`src/rtl/key_recover_256to32.sv`:
```
// key_recover_256to32: inverse/checker for the 32-to-256 key expander.
// Recovers key K = chunk0 and stage S = chunk0 ^ chunk1 from a 256-bit
// expanded key. It then regenerates chunks 2..7 and compares them with the
// stored input, CHUNKS_PER_CYCLE chunks per CHECK cycle, and builds an
// 8-bit mismatch mask.
// Optional macro KEY_RECOVER_EARLY_ABORT_EN: finish after the first CHECK
// group that contains a mismatch, instead of checking every group.
module key_recover_256to32 #(
  parameter int CHUNKS_PER_CYCLE = 1
) (
  input  logic         clk,
  input  logic         rst_n,
  input  logic         in_valid,
  output logic         in_ready,
  input  logic [255:0] expanded_key,
  output logic         out_valid,
  input  logic         out_ready,
  output logic [31:0]  key,
  output logic [31:0]  stage,
  output logic         match,
  output logic [7:0]   err_mask
);

  localparam int GROUPS = 6 / CHUNKS_PER_CYCLE;

  generate
    if (!(CHUNKS_PER_CYCLE == 1 || CHUNKS_PER_CYCLE == 2 ||
          CHUNKS_PER_CYCLE == 3 || CHUNKS_PER_CYCLE == 6)) begin : g_bad_cpc
      $fatal(1, "key_recover_256to32: CHUNKS_PER_CYCLE must be 1, 2, 3 or 6");
    end
  endgenerate

  typedef enum logic [1:0] {
    ST_IDLE  = 2'd0,
    ST_CHECK = 2'd1,
    ST_DONE  = 2'd2
  } state_t;

  state_t        state_r;
  state_t        state_s;
  logic [191:0]  chunks_r;     // chunks 2..7 of the accepted key
  logic [31:0]   key_r;
  logic [31:0]   stage_r;
  logic [7:0]    mask_r;
  logic [2:0]    group_r;
  logic          match_r;
  logic          in_ready_r;
  logic          out_valid_r;
  logic          in_ready_s;
  logic          out_valid_s;
  logic [7:0]    group_mask_s;
  logic [2:0]    chunk_idx_s;
  logic          last_group_s;
  logic          accept_s;

  // Chunk that the expander would have produced at position idx (2..7).
  function automatic logic [31:0] expected_chunk(input logic [2:0] idx,
                                                 input logic [31:0] k,
                                                 input logic [31:0] s);
    case (idx)
      3'd2:    expected_chunk = k ^ {s[15:0], s[31:16]};
      3'd3:    expected_chunk = k ^ ~s;
      3'd4:    expected_chunk = k ^ {s[23:0], s[31:24]};
      3'd5:    expected_chunk = k ^ {s[30:0], 1'b0};
      3'd6:    expected_chunk = k ^ {3'b000, s[31:3]};
      3'd7:    expected_chunk = k ^ s ^ 32'hA5A5_A5A5;
      default: expected_chunk = k;
    endcase
  endfunction

  // Stored chunk at position idx (2..7); chunk 2 sits in the MSBs.
  function automatic logic [31:0] stored_chunk(input logic [191:0] c,
                                               input logic [2:0] idx);
    case (idx)
      3'd2:    stored_chunk = c[191:160];
      3'd3:    stored_chunk = c[159:128];
      3'd4:    stored_chunk = c[127:96];
      3'd5:    stored_chunk = c[95:64];
      3'd6:    stored_chunk = c[63:32];
      3'd7:    stored_chunk = c[31:0];
      default: stored_chunk = 32'd0;
    endcase
  endfunction

  assign accept_s = (state_r == ST_IDLE) && in_valid;

  // Mismatch bits for the chunks belonging to the current CHECK group.
  always_comb begin
    group_mask_s = 8'd0;
    chunk_idx_s  = 3'd2;
    for (int j = 0; j < CHUNKS_PER_CYCLE; j++) begin
      chunk_idx_s = 3'(2 + int'(group_r) * CHUNKS_PER_CYCLE + j);
      if ((chunk_idx_s >= 3'd2) &&
          (stored_chunk(chunks_r, chunk_idx_s) !=
           expected_chunk(chunk_idx_s, key_r, stage_r))) begin
        group_mask_s[chunk_idx_s] = 1'b1;
      end else begin
        group_mask_s[chunk_idx_s] = 1'b0;
      end
    end
  end

  // Decide whether the group being checked this cycle is the final one.
  always_comb begin
`ifdef KEY_RECOVER_EARLY_ABORT_EN
    last_group_s = (group_r == 3'(GROUPS - 1)) || (group_mask_s != 8'd0);
`else
    last_group_s = (group_r == 3'(GROUPS - 1));
`endif
  end

  // State register.
  always_ff @(posedge clk or negedge rst_n) begin
    if (!rst_n) begin
      state_r <= ST_IDLE;
    end else begin
      state_r <= state_s;
    end
  end

  // Next-state logic: accept -> walk the groups -> hold until out_ready.
  always_comb begin
    state_s = state_r;
    case (state_r)
      ST_IDLE: begin
        if (in_valid) state_s = ST_CHECK;
        else          state_s = ST_IDLE;
      end
      ST_CHECK: begin
        if (last_group_s) state_s = ST_DONE;
        else              state_s = ST_CHECK;
      end
      ST_DONE: begin
        if (out_ready) state_s = ST_IDLE;
        else           state_s = ST_DONE;
      end
      default: state_s = ST_IDLE;
    endcase
  end

  // Handshake outputs for the upcoming state, registered below.
  always_comb begin
    in_ready_s  = 1'b0;
    out_valid_s = 1'b0;
    case (state_s)
      ST_IDLE:  in_ready_s  = 1'b1;
      ST_CHECK: in_ready_s  = 1'b0;
      ST_DONE:  out_valid_s = 1'b1;
      default:  in_ready_s  = 1'b1;
    endcase
  end

  // Registered handshake outputs.
  always_ff @(posedge clk or negedge rst_n) begin
    if (!rst_n) begin
      in_ready_r  <= 1'b1;
      out_valid_r <= 1'b0;
    end else begin
      in_ready_r  <= in_ready_s;
      out_valid_r <= out_valid_s;
    end
  end

  // Capture the key at accept, then accumulate the mask group by group.
  always_ff @(posedge clk or negedge rst_n) begin
    if (!rst_n) begin
      chunks_r <= 192'd0;
      key_r    <= 32'd0;
      stage_r  <= 32'd0;
      mask_r   <= 8'd0;
      group_r  <= 3'd0;
      match_r  <= 1'b0;
    end else if (accept_s) begin
      chunks_r <= expanded_key[191:0];
      key_r    <= expanded_key[255:224];
      stage_r  <= expanded_key[255:224] ^ expanded_key[223:192];
      mask_r   <= 8'd0;
      group_r  <= 3'd0;
      match_r  <= 1'b0;
    end else if (state_r == ST_CHECK) begin
      mask_r  <= mask_r | group_mask_s;
      group_r <= group_r + 3'd1;
      if (last_group_s) begin
        match_r <= ((mask_r | group_mask_s) == 8'd0);
      end
    end
  end

  assign in_ready  = in_ready_r;
  assign out_valid = out_valid_r;
  assign key       = key_r;
  assign stage     = stage_r;
  assign match     = match_r;
  assign err_mask  = mask_r;

endmodule

```
`config.mk`:
```
export PLATFORM = sky130hd
export DESIGN_NAME = key_recover_256to32
export DESIGN_NICKNAME = d
export VERILOG_FILES = /design/src/rtl/key_recover_256to32.sv
export SDC_FILE = /design/constraint.sdc
export NUM_CORES = 1
export LEC_CHECK = 0
export BUFFER_PORTS_ARGS = -buffer_cell sky130_fd_sc_hd__buf_2
export CAP_MARGIN = 0
export CORE_MARGIN = 2
export CORE_UTILIZATION = 40
export CTS_BUF_LIST = sky130_fd_sc_hd__clkbuf_8 sky130_fd_sc_hd__clkbuf_16
export CTS_CLUSTER_DIAMETER = 120
export DETAILED_ROUTE_END_ITERATION = 12
export PLACE_DENSITY = 0.66
export SLEW_MARGIN = 20
export SYNTH_ARGS = -nofsm -noshare
export SYNTH_HDL_FRONTEND = slang
export SYNTH_SLANG_ARGS = --single-unit
```
`constraint.sdc`:
```
create_clock -name clk -period 3.5 [get_ports clk]
set_input_delay 0.175 -clock clk [delete_from_list [all_inputs] [get_ports clk]]
set_output_delay 0.175 -clock clk [all_outputs]
set_load 0.03 [all_outputs]
```
==> impl_metrics.tcl, run 1 <==
set metrics [dict create \
    outcome "finished clean" \
    die_area_um2 39830 \
    r2r_start "group_r[1]$_DFFE_PN0P_" \
    drcViolationCount 0 \
    holdCritStartpoint "in_valid" \
    antenna_found_initial 2 \
    cts_max_level 1 \
    grt_pass1_vias 15806 \
    syn_inst 1857 \
    peakVddDrop_v 0.0004900 \
    synthTopCellsByArea "dfrtp_1 (44%), nand2_1 (18%), xnor2_1 (5.5%)" \
    maxCapViolations 0 \
    fin_ws_ns 0.1352 \
    rsz0062_at_grt "false" \
    ys_ff_latch 272 \
    via_per_inst 5.408 \
    slowest_stage "dfrtp_1" \
    internal_power_mw 11.38 \
    cp_num_cells 12 \
    synth.top_cells.by_count "nand2_1 (752), dfrtp_1 (271), clkbuf_1 (115)" \
    synthArstFlopShare_pct 100.0 \
    routabilityCongestion 0.9528 \
    worstPathArrival_ns 3.84 \
    clkTransAtPathRegs_ns 0.06 \
    critPathCaptureType "register" \
    grt_use_total_pct 29.63 \
    required_ns 3.97 \
    cts_root_buf "clkbuf_16" \
    path_common_cell "buf_4" \
    vias 15774 \
    dp.final_hpwl_um 41070 \
    grt_max_degree 104 \
    worstSetupPathType "reg -> reg" \
    synth_edf_count 0 \
    syn_nets 2126 \
    start_util_pct 40.62 \
    area_growth_pct 38.88 \
    finalClockSkew_ns 0.007951 \
    syn_area_um2 15300 \
    cp_max_fo 12 \
    post-place-ws_ns 0.05757 \
    period_needed_ns 3.365 \
    hold_viol 0 \
    drive_above_1_share_pct 20.72 \
    drt_pass1_iterations 9 \
    p_leak_nw 10.39 \
    fill_cells 3347 \
    core-area_um2 37670 \
    tritoncts.num_buffers 29 \
    cts.sinks 272 \
    fin_tns_setup_ns 0 \
    power_frac_comb_pct 55.4 \
    synth_most_common_cell "nand2_1" \
    cp_top_family "compound AO/OA/AOI/OAI gates" \
    start_kind "register" \
    p_per_area_nw_per_um2 1034 \
    worstPathBufferInverterCount 3 \
    max_clock_freq_ghz 0.2972 \
    ys_seq_area_share_pct 44.50 \
    grt_overflow 0 \
    fp.dieH_um 199.6 \
    timing.slew.headroom_pct 35.27 \
    multiInputGateArea_um2 7811 \
    crit_path_max_incr_delay_ns 0.37 \
    placementRows 71 \
    ant_nets 0 \
    final-max-slew-violation-count 0 \
    wl_um 60070 \
    hold_class "in -> reg" \
    pwr-share-seq_pct 30.0 \
    tightest_slew_ns 0.9709 \
    synth.top_cell.area_share_pct 44.32 \
    syn_avg_cell_area_um2 8.239 \
    avgRoutedWirePerCell_um 20.59 \
    die_width_um 199.6 \
    period_share_pct 96.14 \
    crit_chain "inv_1 -> buf_4 -> ha_4 -> buf_4 -> or3b_1 -> o221a_2 -> o21ai_0 -> xnor2_1 -> nand4_1 -> nor4_2 -> o22ai_2 -> a32o_1" \
    fin_nets 2651 \
    ioPinCount 335 \
    ys_types 64 \
    regToRegSetupSlack_ns 0.14 \
    hold_ws_ns 0.1459 \
    swShare_pct 48.21 \
    drt_iter0_drc 1243 \
    clk_latency_ns 0.59 \
    port_buffers 334 \
    r2r_end "err_mask[1]$_DFFE_PN0P_" \
    post-route-util_pct 56.41 \
    grt_pass1_wl_um 90560 \
    endpoint "err_mask[1]$_DFFE_PN0P_" \
    ys.warnings.count 0 \
    r2r_cells 12 \
    p_switching_mw 10.59 \
    critPathLaunch "group_r[1]$_DFFE_PN0P_" \
    setup_viol 0 \
    ys.flop_type "dfrtp_1" \
    cts_tree "done" \
    regArea_um2 6808 \
    power_frac_clock_pct 14.6 \
    synth_top_area_cell "dfrtp_1" \
    clock_path_buffers 3 \
]
-- worst min-delay path by stage --
stage,endpoint,depth (start not counted)
2_1_floorplan,chunks_r[0]$_DFFE_PN0P_,0
3_3_place_gp,key[29]$_DFFE_PN0P_,1
3_5_place_dp,key[29]$_DFFE_PN0P_,1
4_1_cts,group_r[0]$_DFFE_PN0P_,3
5_1_grt,group_r[0]$_DFFE_PN0P_,3
6_report,group_r[0]$_DFFE_PN0P_,3
-- tightest hold or removal path, cell delays in order --
cell and delay (ns):
buf_2 0.14, o21bai_1 0.17, a21o_1 0.21
-- flip-flops by register name (all words and copies together) (netlist names) --
signal,count
chunks_r,192
err_mask,8
group_r,3
in_ready,1
key,32
match,1
out_valid,1
stage,32
state_r,2
-- metal layers --
layer	vias up	track usage [%]	wire length, µm
met1	7608	38.80	24650
met2	747	48.74	28390
met5	-	0	0
li1	7284	-	-
met3	135	5.468	4704
met4	0	11.17	2328
-- logic make-up (layout without fill, tap and decap cells) --
group,count (synthesis),after routing,synth area share [%]
simple gates,868,868,22.97
xor+xnor,160,160,9.159
compound gates,334,334,15.66
other cells,0,2,0
flops,272,272,44.50
buf+inv,185,732,4.948
fa+ha+maj,9,9,0.7360
mux,29,29,2.028
-- cell usage in the layout, fill, tap and decap left out, drive strengths merged, types with 29 or more instances in the layout --
cell type / count
o21ai: 56
a21oi: 39
nand2: 752
dlygate4sd3: 258
xnor2: 96
dfrtp: 271
a221oi: 29
xor2: 64
buf: 409
a22oi: 66
clkbuf: 35
-- repair_timing --
item / 4_1_cts / 5_1_grt
gates resized for setup: 0 / 9
endpoints found under the setup margin: 0 / 9
buffers inserted: 0 / 4
hold endpoints to repair: 342 / 0
hold buffers: 258 / 0
-- power groups by stage --
stage,clock [mW],combinational [mW],sequential (mW)
after detailed placement,0,11.6,6.59
final,3.21,12.2,6.58
after global placement,0,11.4,6.59
after floorplan,0,7.94,6.02
after global routing,3.39,13.2,6.73
after CTS,3.27,11.9,6.54
-- cell type report --
type / instances / area share (%)
Multi-Input combinational cell: 1400 / 36.76
Sequential cell: 272 / 32.04
Timing Repair Buffer: 667 / 23.24
Clock buffer: 35 / 3.804
Tap cell: 511 / 3.009
Clock inverter: 18 / 0.8892
Inverter: 12 / 0.2297
Antenna cell: 2 / 0.02355
-- through the flow --
| stage | power [mW] | instances | instance area, µm² |
|---|---|---|---|
| floorplan | 13.96 | 1857 | 15300 |
| global placement | 17.99 | 2600 | 17590 |
| detailed placement | 18.20 | 2600 | 17590 |
| CTS | 21.70 | 2911 | 21170 |
| global route | 23.32 | 2917 | 21250 |
| finish | 21.97 | 2917 | 21250 |
No activity file was read; power rests on OpenSTA's default activity.
==> run 2, diff against run 1 <==
--- a/config.mk
+++ b/config.mk
@@ -5,14 +5,17 @@
 export SDC_FILE = /design/constraint.sdc
 export NUM_CORES = 1
 export LEC_CHECK = 0
+export ABC_AREA = 1
 export BUFFER_PORTS_ARGS = -buffer_cell sky130_fd_sc_hd__buf_2
 export CAP_MARGIN = 0
+export CELL_PAD_IN_SITES_DETAIL_PLACEMENT = 1
+export CELL_PAD_IN_SITES_GLOBAL_PLACEMENT = 1
 export CORE_MARGIN = 2
-export CORE_UTILIZATION = 40
+export CORE_UTILIZATION = 39
 export CTS_BUF_LIST = sky130_fd_sc_hd__clkbuf_8 sky130_fd_sc_hd__clkbuf_16
 export CTS_CLUSTER_DIAMETER = 120
 export DETAILED_ROUTE_END_ITERATION = 12
-export PLACE_DENSITY = 0.66
+export PLACE_DENSITY = 0.84
 export SLEW_MARGIN = 20
 export SYNTH_ARGS = -nofsm -noshare
 export SYNTH_HDL_FRONTEND = slang
==> run 2 against run 1 <==
Effect of this change: global-route usage is 9.3 points higher; die area rose by 6.0%; critical endpoint is now match$_DFFE_PN0P_; utilization is 0.65 points lower; clock skew grew 0.0063 ns; non-clock buffer count up 2; sequential share of layout area down 1.5 points; sequential power decreased by 1%; clock power is 6.5% higher; wire length is 41% higher; register-to-register slack improved by 0.08 ns; cell area rose by 4.7%.
==> impl_metrics.tcl, run 2 <==
set metrics [dict create \
    r2r_cells 23 \
    hold_ws_ns 0.1685 \
    avgRoutedWirePerCell_um 25.02 \
    grt_pass1_wl_um 122200 \
    period_needed_ns 3.282 \
    period_share_pct 93.77 \
    cts_root_buf "clkbuf_16" \
    via_per_inst 5.728 \
    power_frac_comb_pct 58.7 \
    clk_latency_ns 0.58 \
    syn_inst 2246 \
    dpl-instance-area_um2 18260 \
    synth.top_cell.area_share_pct 42.84 \
    required_ns 4.01 \
    largest-register "chunks_r" \
    setup_viol 0 \
    synth_top_area_cell "dfrtp_1" \
    timing.slew.headroom_pct 22.74 \
    cp_max_fo 20 \
    tightest_slew_ns 1.147 \
    ys.flop_type "dfrtp_1" \
    tritoncts.num_buffers 30 \
    syn_avg_cell_area_um2 7.048 \
    largest_register_ff_count 192 \
    fp.dieH_um 205.5 \
    cts_max_level 1 \
    synth.top_cells.by_count "nand2_1 (653), o21ai_0 (300), inv_1 (296)" \
    area_growth_pct 40.60 \
    synth_most_common_cell "nand2_1" \
    synthXorXnorAreaFrac_pct 1.937 \
    synthSimpleGateAreaFrac_pct 27.48 \
    endpoint "match$_DFFE_PN0P_" \
    grt_use_total_pct 38.90 \
    syn_nets 2515 \
    syn_area_um2 15830 \
    final-max-slew-violation-count 0 \
    grt_overflow 0 \
    cts.sinks 272 \
    path_common_cell "nand2_1" \
    crit_path_max_incr_delay_ns 0.38 \
    outcome "finished clean" \
    r2r_end "match$_DFFE_PN0P_" \
    ys_ff_latch 272 \
    synthMuxAreaShare_pct 0 \
    maxCapViolations 0 \
    ys_types 34 \
    synth_top_family_by_area "simple AND/OR/NAND/NOR gates" \
    p_leak_nw 11.20 \
    final_cell_area_um2 22260 \
    placementRows 73 \
    pwr-share-seq_pct 27.1 \
    synthArstFlopShare_pct 100.0 \
    clock_path_buffers 3 \
    dp.final_hpwl_um 47640 \
    hold_class "in -> async" \
    grt_max_degree 159 \
    port_buffers 334 \
    ys_seq_area_share_pct 43.01 \
    fin_nets 3080 \
    peakVddDrop_v 0.0004206 \
    synth_compound_area_share_pct 15.60 \
    clkTransAtPathRegs_ns 0.07 \
    drcViolationCount 0 \
    synthAdderAreaFrac_pct 0.7114 \
    die_area_um2 42210 \
    critPathLaunch "group_r[1]$_DFFE_PN0P_" \
    layout_common_cells "nand2_1 (653), buf_2 (333), inv_1 (300)" \
    power_frac_clock_pct 14.2 \
    r2r_start "group_r[1]$_DFFE_PN0P_" \
    max_clock_freq_ghz 0.3047 \
    antenna_found_initial 18 \
    slowest_stage "dfrtp_1" \
    ant_nets 0 \
    core-area_um2 39910 \
    vias 19321 \
    drt_iter0_drc 1739 \
    ioPinCount 335 \
    worstSetupPathType "reg -> reg" \
    drt_pass1_iterations 5 \
    routabilityCongestion 0.9389 \
    synthTopCellsByArea "dfrtp_1 (43%), nand2_1 (15%), o21ai_0 (9.5%)" \
    ys.warnings.count 0 \
    crit_chain "inv_1 -> buf_4 -> ha_2 -> nand2_1 -> buf_12 -> nand3_2 -> buf_4 -> nand3_1 -> nand4_1 -> nand2_1 -> inv_1 -> nand2_1 -> nor2_1 -> nand2_1 -> nor2_2 -> nand2_4 -> nand3b_1 -> nand2_1 -> nor2_1 -> nand2_1 -> nor2_1 -> nor2_1 -> nor2_1" \
    grt_pass1_vias 20069 \
    start_kind "register" \
    p_per_area_nw_per_um2 1079 \
    internal_power_mw 11.16 \
    start_util_pct 39.66 \
    wl_um 84400 \
    die_width_um 205.5 \
    p_switching_mw 12.85 \
    regToRegSetupSlack_ns 0.22 \
    finalClockSkew_ns 0.01428 \
    cts_tree "done" \
    drive_above_1_share_pct 17.55 \
    final_common_cell "nand2_1" \
    critPathCaptureType "register" \
    hold_viol 0 \
    synth_edf_count 0 \
    worstPathArrival_ns 3.79 \
    swShare_pct 53.51 \
]
## run 2: changes by cell type in the layout (fill, tap and decap cells not counted), moves of 68 or more
cell     delta
xnor2_1    -93
o21ai_0   +244
nand2_1    -98
nand3_1   +165
nor2_1     +68
inv_1     +287
## run 2: cells by family after synthesis
group / after synthesis
buffers and inverters: 437
adders and majority gates: 9
AOI/OAI and AO/OA: 470
and+or+nand+nor: 1023
xor gates and xnor gates: 35
DFF: 272
## run 2: how the worst min path moves through the flow
stage,start,depth (start not counted),slack [ns],end
after global routing,rst_n,2,0.21,chunks_r[37]$_DFFE_PN0P_
after detailed placement,rst_n,1,0.20,chunks_r[61]$_DFFE_PN0P_
after floorplan,rst_n,0,-0.12,chunks_r[0]$_DFFE_PN0P_
after CTS,rst_n,2,0.19,chunks_r[61]$_DFFE_PN0P_
final,rst_n,2,0.17,chunks_r[61]$_DFFE_PN0P_
after global placement,rst_n,1,0.19,chunks_r[61]$_DFFE_PN0P_
## run 2: area by class of cell
class,count,area [µm²]
tap,525,656.9
timing repair buffer,669,5209
fill,4990,17660
sequential,272,6808
clock buffer,38,872.1
antenna,16,40.04
inverter,301,1145
clock inverter,15,145.1
multi-input combinational,1537,7380
## run 2: metal layers
layer | global-route usage, % | wire [µm] | up-vias
met4 | 25.49 | 6548 | 4
met5 | 0 | 17 | -
met1 | 45.65 | 31180 | 9363
met2 | 64.59 | 39910 | 1146
li1 | - | - | 8407
met3 | 7.982 | 6746 | 401
## run 2: per-stage QoR
step                power [mW]  std cells  util [%]  setup TNS [ns]  worst slack (ns)
detailed placement       18.85       3037     45.75               0           0.08687
finish                   24.02       3373     55.76               0            0.2182
CTS                      22.43       3349     54.80               0           0.05482
floorplan                13.94       2246         -               0            0.7394
global placement         18.36       3037     45.75               0            0.1624
global route             25.40       3368     55.73        -0.01650          -0.01650
## run 2: power groups by stage
stage	clock network, mW	registers (mW)	logic (mW)
after detailed placement	0	6.28	12.6
after CTS	3.32	6.23	12.9
after global routing	3.53	6.60	15.3
after global placement	0	6.21	12.2
final	3.42	6.50	14.1
after floorplan	0	6.16	7.78
## run 2: timing repair
action / in CTS / in global routing
hold buffers: 259 / 0
setup buffers: 0 / 2
endpoints found under the hold margin: 329 / 0
endpoints found under the setup margin: 0 / 1
resized for setup: 0 / 43
## run 2: critical path: cells and delay by family, from the launching register on
family	cells	cell delay (ns)
simple gates	17	1.78
buf+inv	5	0.76
flops	1	0.38
fa+ha+maj	1	0.27
